===== config.mk =====
export PLATFORM = sky130hd
export DESIGN_NAME = otter_decode_queue_flat
export DESIGN_NICKNAME = d
export VERILOG_FILES = /design/src/rtl/otter_decode_queue_if.sv /design/src/rtl/otter_decode_queue.sv /design/src/flat_wrapper.sv
export SDC_FILE = /design/constraint.sdc
export NUM_CORES = 1
export LEC_CHECK = 0
export BUFFER_PORTS_ARGS = -buffer_cell sky130_fd_sc_hd__clkbuf_2
export CORE_ASPECT_RATIO = 0.8
export CORE_MARGIN = 2
export CORE_UTILIZATION = 57
export CTS_CLUSTER_DIAMETER = 60
export CTS_CLUSTER_SIZE = 8
export DETAILED_ROUTE_END_ITERATION = 12
export PLACE_DENSITY = 0.94
export SLEW_MARGIN = 20
export SYNTH_ARGS = -nofsm -noshare
export SYNTH_HDL_FRONTEND = slang
export SYNTH_SLANG_ARGS = --single-unit

===== constraint.sdc =====
create_clock -name CLK -period 10.58 [get_ports CLK]
set_input_delay 1.587 -clock CLK [delete_from_list [all_inputs] [get_ports CLK]]
set_output_delay 1.587 -clock CLK [all_outputs]
set_load 0.02 [all_outputs]

===== src/rtl/otter_decode_queue_if.sv =====
// Fetch-to-execute handshake bundle for otter_decode_queue: instruction input side
// and decoded control-word output side.
interface otter_decode_queue_if #(parameter int XLEN = 32);
  logic            IN_VALID;
  logic            IN_READY;
  logic [31:0]     IN_IR;
  logic [XLEN-1:0] IN_PC;
  logic            OUT_VALID;
  logic            OUT_READY;
  logic [3:0]      ALU_FUN;
  logic            ALU_SRCA;
  logic [1:0]      ALU_SRCB;
  logic [1:0]      RF_WR_SEL;
  logic            REG_WE;
  logic            MEM_WE;
  logic            MEM_RDEN;
  logic [1:0]      PC_SEL;
  logic            ILLEGAL;
  logic [31:0]     OUT_IR;
  logic [XLEN-1:0] OUT_PC;

  modport slave (
    input  IN_VALID, IN_IR, IN_PC, OUT_READY,
    output IN_READY, OUT_VALID, ALU_FUN, ALU_SRCA, ALU_SRCB, RF_WR_SEL,
           REG_WE, MEM_WE, MEM_RDEN, PC_SEL, ILLEGAL, OUT_IR, OUT_PC
  );

  modport master (
    output IN_VALID, IN_IR, IN_PC, OUT_READY,
    input  IN_READY, OUT_VALID, ALU_FUN, ALU_SRCA, ALU_SRCB, RF_WR_SEL,
           REG_WE, MEM_WE, MEM_RDEN, PC_SEL, ILLEGAL, OUT_IR, OUT_PC
  );
endinterface


===== src/rtl/otter_decode_queue.sv =====
// RV32I decode stage with a DEPTH-entry FIFO of decoded control words.
// Optional macro DECODE_STATS_EN adds STAT_DEC/STAT_ILL push counters.
module otter_decode_queue #(
  parameter int XLEN  = 32,
  parameter int DEPTH = 2
) (
  input  logic CLK,
  input  logic RST_N,
  input  logic FLUSH,
`ifdef DECODE_STATS_EN
  output logic [31:0] STAT_DEC,
  output logic [31:0] STAT_ILL,
`endif
  otter_decode_queue_if.slave bus
);
  localparam int AW = (DEPTH > 1) ? $clog2(DEPTH) : 1;
  localparam logic [AW:0] FULL_CNT = DEPTH[AW:0];

  typedef struct packed {
    logic [3:0] alu_fun;
    logic       alu_srca;
    logic [1:0] alu_srcb;
    logic [1:0] rf_wr_sel;
    logic       reg_we;
    logic       mem_we;
    logic       mem_rdch;
    logic [1:0] pc_sel;
    logic       illegal;
  } ctrl_t;

  ctrl_t      dec;
  logic       ill;
  logic [6:0] op;
  logic [2:0] f3;
  logic [6:0] f7;

  always_comb begin
    dec = '0;
    ill = 1'b0;
    op  = bus.IN_IR[6:0];
    f3  = bus.IN_IR[14:12];
    f7  = bus.IN_IR[31:25];
    case (op)
      7'b0110111: begin
        dec.alu_fun = 4'b1001; dec.alu_srca = 1'b1; dec.rf_wr_sel = 2'b11; dec.reg_we = 1'b1;
      end
      7'b0010111: begin
        dec.alu_srca = 1'b1; dec.alu_srcb = 2'b11; dec.rf_wr_sel = 2'b11; dec.reg_we = 1'b1;
      end
      7'b1101111: begin
        dec.pc_sel = 2'b11; dec.rf_wr_sel = 2'b00; dec.reg_we = 1'b1;
      end
      7'b1100111: begin
        dec.pc_sel = 2'b01; dec.alu_srcb = 2'b01; dec.rf_wr_sel = 2'b00; dec.reg_we = 1'b1;
        ill = (f3 != 3'b000);
      end
      7'b1100011: begin
        dec.pc_sel = 2'b10;
        ill = (f3 == 3'b010) || (f3 == 3'b011);
      end
      7'b0000011: begin
        dec.alu_srcb = 2'b01; dec.rf_wr_sel = 2'b10; dec.reg_we = 1'b1; dec.mem_rdch = 1'b1;
        ill = (f3 == 3'b011) || (f3 == 3'b110) || (f3 == 3'b111);
      end
      7'b0100011: begin
        dec.alu_srcb = 2'b10; dec.mem_we = 1'b1;
        ill = (f3 > 3'b010);
      end
      7'b0010011: begin
        dec.alu_srcb = 2'b01; dec.rf_wr_sel = 2'b11; dec.reg_we = 1'b1;
        // only the shift-right immediate uses IR[30] to pick arithmetic vs logical
        dec.alu_fun = (f3 == 3'b101) ? {bus.IN_IR[30], f3} : {1'b0, f3};
        if (f3 == 3'b001) ill = (f7 != 7'b0000000);
        if (f3 == 3'b101) ill = (f7 != 7'b0000000) && (f7 != 7'b0100000);
      end
      7'b0110011: begin
        dec.rf_wr_sel = 2'b11; dec.reg_we = 1'b1;
        dec.alu_fun = {bus.IN_IR[30], f3};
        ill = !((f7 == 7'b0000000) ||
                ((f7 == 7'b0100000) && ((f3 == 3'b000) || (f3 == 3'b101))));
      end
      default: ill = 1'b1;
    endcase
    if (bus.IN_IR[1:0] != 2'b11) ill = 1'b1;
    if (ill) dec = '0;
    dec.illegal = ill;
  end

  ctrl_t           ctrl_mem [DEPTH];
  logic [31:0]     ir_mem   [DEPTH];
  logic [XLEN-1:0] pc_mem   [DEPTH];
  logic [AW-1:0]   wr_ptr, rd_ptr;
  logic [AW:0]     count;
  logic            push, pop;

  // ready comes from registered count only, so a full queue never accepts on a pop cycle
  assign bus.IN_READY  = (count < FULL_CNT);
  assign bus.OUT_VALID = (count != '0);
  assign push = bus.IN_VALID && bus.IN_READY && !FLUSH;
  assign pop  = bus.OUT_VALID && bus.OUT_READY && !FLUSH;

  always_ff @(posedge CLK or negedge RST_N) begin
    if (!RST_N) begin
      count  <= '0;
      wr_ptr <= '0;
      rd_ptr <= '0;
    end else if (FLUSH) begin
      count  <= '0;
      wr_ptr <= '0;
      rd_ptr <= '0;
    end else begin
      if (push) wr_ptr <= wr_ptr + 1'b1;
      if (pop)  rd_ptr <= rd_ptr + 1'b1;
      case ({push, pop})
        2'b10:   count <= count + 1'b1;
        2'b01:   count <= count - 1'b1;
        default: count <= count;
      endcase
    end
  end

  always_ff @(posedge CLK) begin
    if (push) begin
      ctrl_mem[wr_ptr] <= dec;
      ir_mem[wr_ptr]   <= bus.IN_IR;
      pc_mem[wr_ptr]   <= bus.IN_PC;
    end
  end

  ctrl_t head;
  assign head          = ctrl_mem[rd_ptr];
  assign bus.ALU_FUN   = head.alu_fun;
  assign bus.ALU_SRCA  = head.alu_srca;
  assign bus.ALU_SRCB  = head.alu_srcb;
  assign bus.RF_WR_SEL = head.rf_wr_sel;
  assign bus.REG_WE    = head.reg_we;
  assign bus.MEM_WE    = head.mem_we;
  assign bus.MEM_RDEN  = head.mem_rdch;
  assign bus.PC_SEL    = head.pc_sel;
  assign bus.ILLEGAL   = head.illegal;
  assign bus.OUT_IR    = ir_mem[rd_ptr];
  assign bus.OUT_PC    = pc_mem[rd_ptr];

`ifdef DECODE_STATS_EN
  // counters survive FLUSH; only reset clears them
  always_ff @(posedge CLK or negedge RST_N) begin
    if (!RST_N) begin
      STAT_DEC <= '0;
      STAT_ILL <= '0;
    end else if (push) begin
      STAT_DEC <= STAT_DEC + 32'd1;
      if (dec.illegal) STAT_ILL <= STAT_ILL + 32'd1;
    end
  end
`endif
endmodule


===== src/flat_wrapper.sv =====
// flat-port wrapper written by rule: the top's interface ports become plain ports
module otter_decode_queue_flat 
#(
  parameter int XLEN  = 32,
  parameter int DEPTH = 2
)
  (CLK, RST_N, FLUSH, bus_IN_VALID, bus_IN_IR, bus_IN_PC, bus_OUT_READY, bus_IN_READY, bus_OUT_VALID, bus_ALU_FUN, bus_ALU_SRCA, bus_ALU_SRCB, bus_RF_WR_SEL, bus_REG_WE, bus_MEM_WE, bus_MEM_RDEN, bus_PC_SEL, bus_ILLEGAL, bus_OUT_IR, bus_OUT_PC);
  otter_decode_queue_if #(.XLEN(XLEN)) bus_i ();
  input  logic CLK;
  input  logic RST_N;
  input  logic FLUSH;
  input wire logic [$bits(bus_i.IN_VALID)-1:0] bus_IN_VALID;
  input wire logic [$bits(bus_i.IN_IR)-1:0] bus_IN_IR;
  input wire logic [$bits(bus_i.IN_PC)-1:0] bus_IN_PC;
  input wire logic [$bits(bus_i.OUT_READY)-1:0] bus_OUT_READY;
  output wire logic [$bits(bus_i.IN_READY)-1:0] bus_IN_READY;
  output wire logic [$bits(bus_i.OUT_VALID)-1:0] bus_OUT_VALID;
  output wire logic [$bits(bus_i.ALU_FUN)-1:0] bus_ALU_FUN;
  output wire logic [$bits(bus_i.ALU_SRCA)-1:0] bus_ALU_SRCA;
  output wire logic [$bits(bus_i.ALU_SRCB)-1:0] bus_ALU_SRCB;
  output wire logic [$bits(bus_i.RF_WR_SEL)-1:0] bus_RF_WR_SEL;
  output wire logic [$bits(bus_i.REG_WE)-1:0] bus_REG_WE;
  output wire logic [$bits(bus_i.MEM_WE)-1:0] bus_MEM_WE;
  output wire logic [$bits(bus_i.MEM_RDEN)-1:0] bus_MEM_RDEN;
  output wire logic [$bits(bus_i.PC_SEL)-1:0] bus_PC_SEL;
  output wire logic [$bits(bus_i.ILLEGAL)-1:0] bus_ILLEGAL;
  output wire logic [$bits(bus_i.OUT_IR)-1:0] bus_OUT_IR;
  output wire logic [$bits(bus_i.OUT_PC)-1:0] bus_OUT_PC;
  assign bus_i.IN_VALID = bus_IN_VALID;
  assign bus_i.IN_IR = bus_IN_IR;
  assign bus_i.IN_PC = bus_IN_PC;
  assign bus_i.OUT_READY = bus_OUT_READY;
  assign bus_IN_READY = bus_i.IN_READY;
  assign bus_OUT_VALID = bus_i.OUT_VALID;
  assign bus_ALU_FUN = bus_i.ALU_FUN;
  assign bus_ALU_SRCA = bus_i.ALU_SRCA;
  assign bus_ALU_SRCB = bus_i.ALU_SRCB;
  assign bus_RF_WR_SEL = bus_i.RF_WR_SEL;
  assign bus_REG_WE = bus_i.REG_WE;
  assign bus_MEM_WE = bus_i.MEM_WE;
  assign bus_MEM_RDEN = bus_i.MEM_RDEN;
  assign bus_PC_SEL = bus_i.PC_SEL;
  assign bus_ILLEGAL = bus_i.ILLEGAL;
  assign bus_OUT_IR = bus_i.OUT_IR;
  assign bus_OUT_PC = bus_i.OUT_PC;
  otter_decode_queue #(.XLEN(XLEN), .DEPTH(DEPTH)) u_core (.CLK(CLK), .RST_N(RST_N), .FLUSH(FLUSH), .bus(bus_i));
endmodule

==> metrics.txt <==
GRT Residual Overflow 0; Worst Hold Class reg -> reg; critical path depth 2; Slew Viols, Final 0; WP buf/inv 1; critical path class reg -> out; Initial DRC Count 287; switching fraction of total power 23.7%; first-pass GRT wire length 18100 um; Die Span Y 97.8 um; Reg-to-Reg Start u_core.count[1]; die area 0.0119 mm^2; Reg clk slew, reported paths 0.06 ns; Worst Setup Start Kind flop; Max Cap Viol 0; Pwr Density 189 mW/mm^2; Slew HR 27.8%; initial antenna violation count 0; CTS Sinks 162; total power 1.46 mW; #FFs+latches synth 162; R2R cell count 4; vias in the first global route 3623; fmax 0.266 GHz; CP Cell Sequence mux2_2 -> clkbuf_2; Rows 34; CTS Buf Count 17; port bufs 149; WL final 12000 um; per-cell routed wire length 18.6 um; Routability Congestion 0.839; critical path's top delay family flip-flops; commonest non-fill, non-tap cell in the layout edfxtp_1; largest net degree at the start of global routing 81; Hold Path Origin u_core.count[0]; initial core utilization 58.0%; Worst IR Drop VDD 118 uV; Gate Count Post-Synth 331; reg2reg end u_core.pc_mem[1][11]; RSZ-0062 raised after global routing false; worst reg-to-reg setup slack 8.42 ns; layout cells sized above 1 53.7%; CP Capture Type primary output; CTS tree built; cts hold-fix bufs 0; period utilisation layout 35.5%; residual DRC count 0; core area 0.0108 mm^2; Vias 3514; worst skew pair latency 0.41 ns; required time of the worst setup path 8.99 ns; area grow syn2layout 23.4%; critical path's slowest cell dfrtp_4; crit path time final 3.76 ns; Sequential Power Share 51.1%; gr usage total 20.4%; antenna-violating nets left 0; hold endpoint u_core.count[0]; DR pass1 iterations 4; Hold Crit Depth 2; syn nets 400; Synth warnings 0; final cell count without fillers 647; setup ws final 6.82 ns; Mapped Area 0.00627 mm^2; status finished, final reports clean; pre-CTS setup slack 7.22 ns; num ports 150; maximum fanout along the worst path 80; clock tree buffer depth 2; # H-tree levels 4; die width 121 um; crit-path max cell delay 1.12 ns; worst-margin pin slew 1.08 ns; post-route setup TNS 0 ns; Root Driver clkbuf_16; antenna cells 0; DP HPWL 7490 um; Final Hold Viols 0; # resized after CTS 0; Seq/Total Area, Yosys 77.2%; leakage 2.88 nW; via/cell ratio 5.43; placed cell count 615; NetSw 0.347 mW; final setup vio count 0; library cells used by synthesis 34; Fin Clk Skew 0.00848 ns; Post-CTS Setup Inserts 0; Clock power frac 39.0%; CP Data Arrival Time 2.17 ns; commonest non-fill, non-tap cells in the layout edfxtp_1 (158), clkbuf_2 (149), mux2_2 (79), clkbuf_16 (17), nor2_1 (9); syn_area_per_cell 18.9 um^2; combinational power share 9.9%; cell-internal power 1.12 mW; Nets 559
## kinds of logic after synthesis
group / synth area share [%]
xor+xnor: 0.419
simple gates: 4.67
mux: 14.5
flops: 77.2
compound gates: 2.29
buf+inv: 0.878
## per-layer routing
metal	global-route usage, %	wire length (um)	vias up
met3	6.72	709	9
met2	34.9	6150	126
met5	0	0	-
met4	4.69	85	0
met1	25.5	5080	1751
li1	-	-	1628
## synth_stat cells
library cell	count	area, um^2
inv_1	3	11.3
a31oi_1	2	12.5
o21a_1	1	7.51
a211oi_2	1	12.5
xor2_1	3	26.3
o211ai_1	1	7.51
o21ai_0	5	25.0
nand3_1	1	5.00
or4_4	1	11.3
edfxtp_1	158	4740
nor3b_1	6	45.0
o221ai_1	1	8.76
mux2i_1	2	20.0
clkbuf_1	9	33.8
dfrtp_1	4	100
or3_1	1	6.26
nand2_1	7	26.3
or2_2	1	6.26
o2111ai_2	1	15.0
nor2_1	9	33.8
nor3_4	1	16.3
o21ai_1	1	5.00
nor2b_1	6	37.5
buf_2	2	10.0
nand2b_1	3	18.8
a21oi_1	7	35.0
and4bb_2	1	12.5
nor4_1	3	18.8
nor3_1	6	30.0
mux2_2	79	890
nand4bb_1	1	11.3
nand3b_1	1	7.51
and3_1	1	6.26
a21o_1	2	15.0
## sequential cells by signal, indices dropped and copies added, names as in the netlist
register / cells
u_core.count: 2
u_core.ctrl_mem: 30
u_core.ir_mem: 64
u_core.pc_mem: 64
u_core.rd_ptr: 1
u_core.wr_ptr: 1
## metrics by stage
step	hold slack [ns]	cell area (um^2)	util [%]
floorplan	0.505	6270	-
global placement	0.527	7180	66.5
detailed placement	0.578	7180	66.5
CTS	0.585	7740	71.6
global route	0.619	7740	71.6
finish	0.588	7740	71.6
## how the worst max path moves through the flow
stage                             start                    end  slack [ns]
after floorplan            bus_IN_VALID  u_core.ctrl_mem[1][0]        2.42
after global placement    u_core.rd_ptr             bus_REG_WE        7.23
after detailed placement  bus_IN_IR[28]  u_core.ctrl_mem[0][0]        7.22
after CTS                 u_core.rd_ptr             bus_REG_WE        6.78
after global routing      u_core.rd_ptr            bus_ILLEGAL        6.69
final                     u_core.rd_ptr            bus_ILLEGAL        6.82
## layout make-up
class,instances,area [um^2]
flip-flops and latches,162,4850
fillers,728,3060
multi-input cells,155,1380
repair buffers,151,761
clock buffers,18,429
well taps,144,180
clock inverters,14,129
inverters,3,11.3
## power groups by stage
stage	clock [mW]	sequential, mW	combinational [mW]
2_1_floorplan	0	0.754	0.0990
3_3_place_gp	0	0.761	0.141
3_5_place_dp	0	0.763	0.145
4_1_cts	0.580	0.750	0.146
5_1_grt	0.604	0.752	0.155
6_report	0.571	0.749	0.145
## worst register-to-register path, cell delays in order, from the launching register on
cell	delay [ns]
dfrtp_1	0.42
inv_1	0.09
nand2_1	0.15
nor3b_2	0.22
buf_4	0.79
No activity file was read; power rests on OpenSTA's default activity.
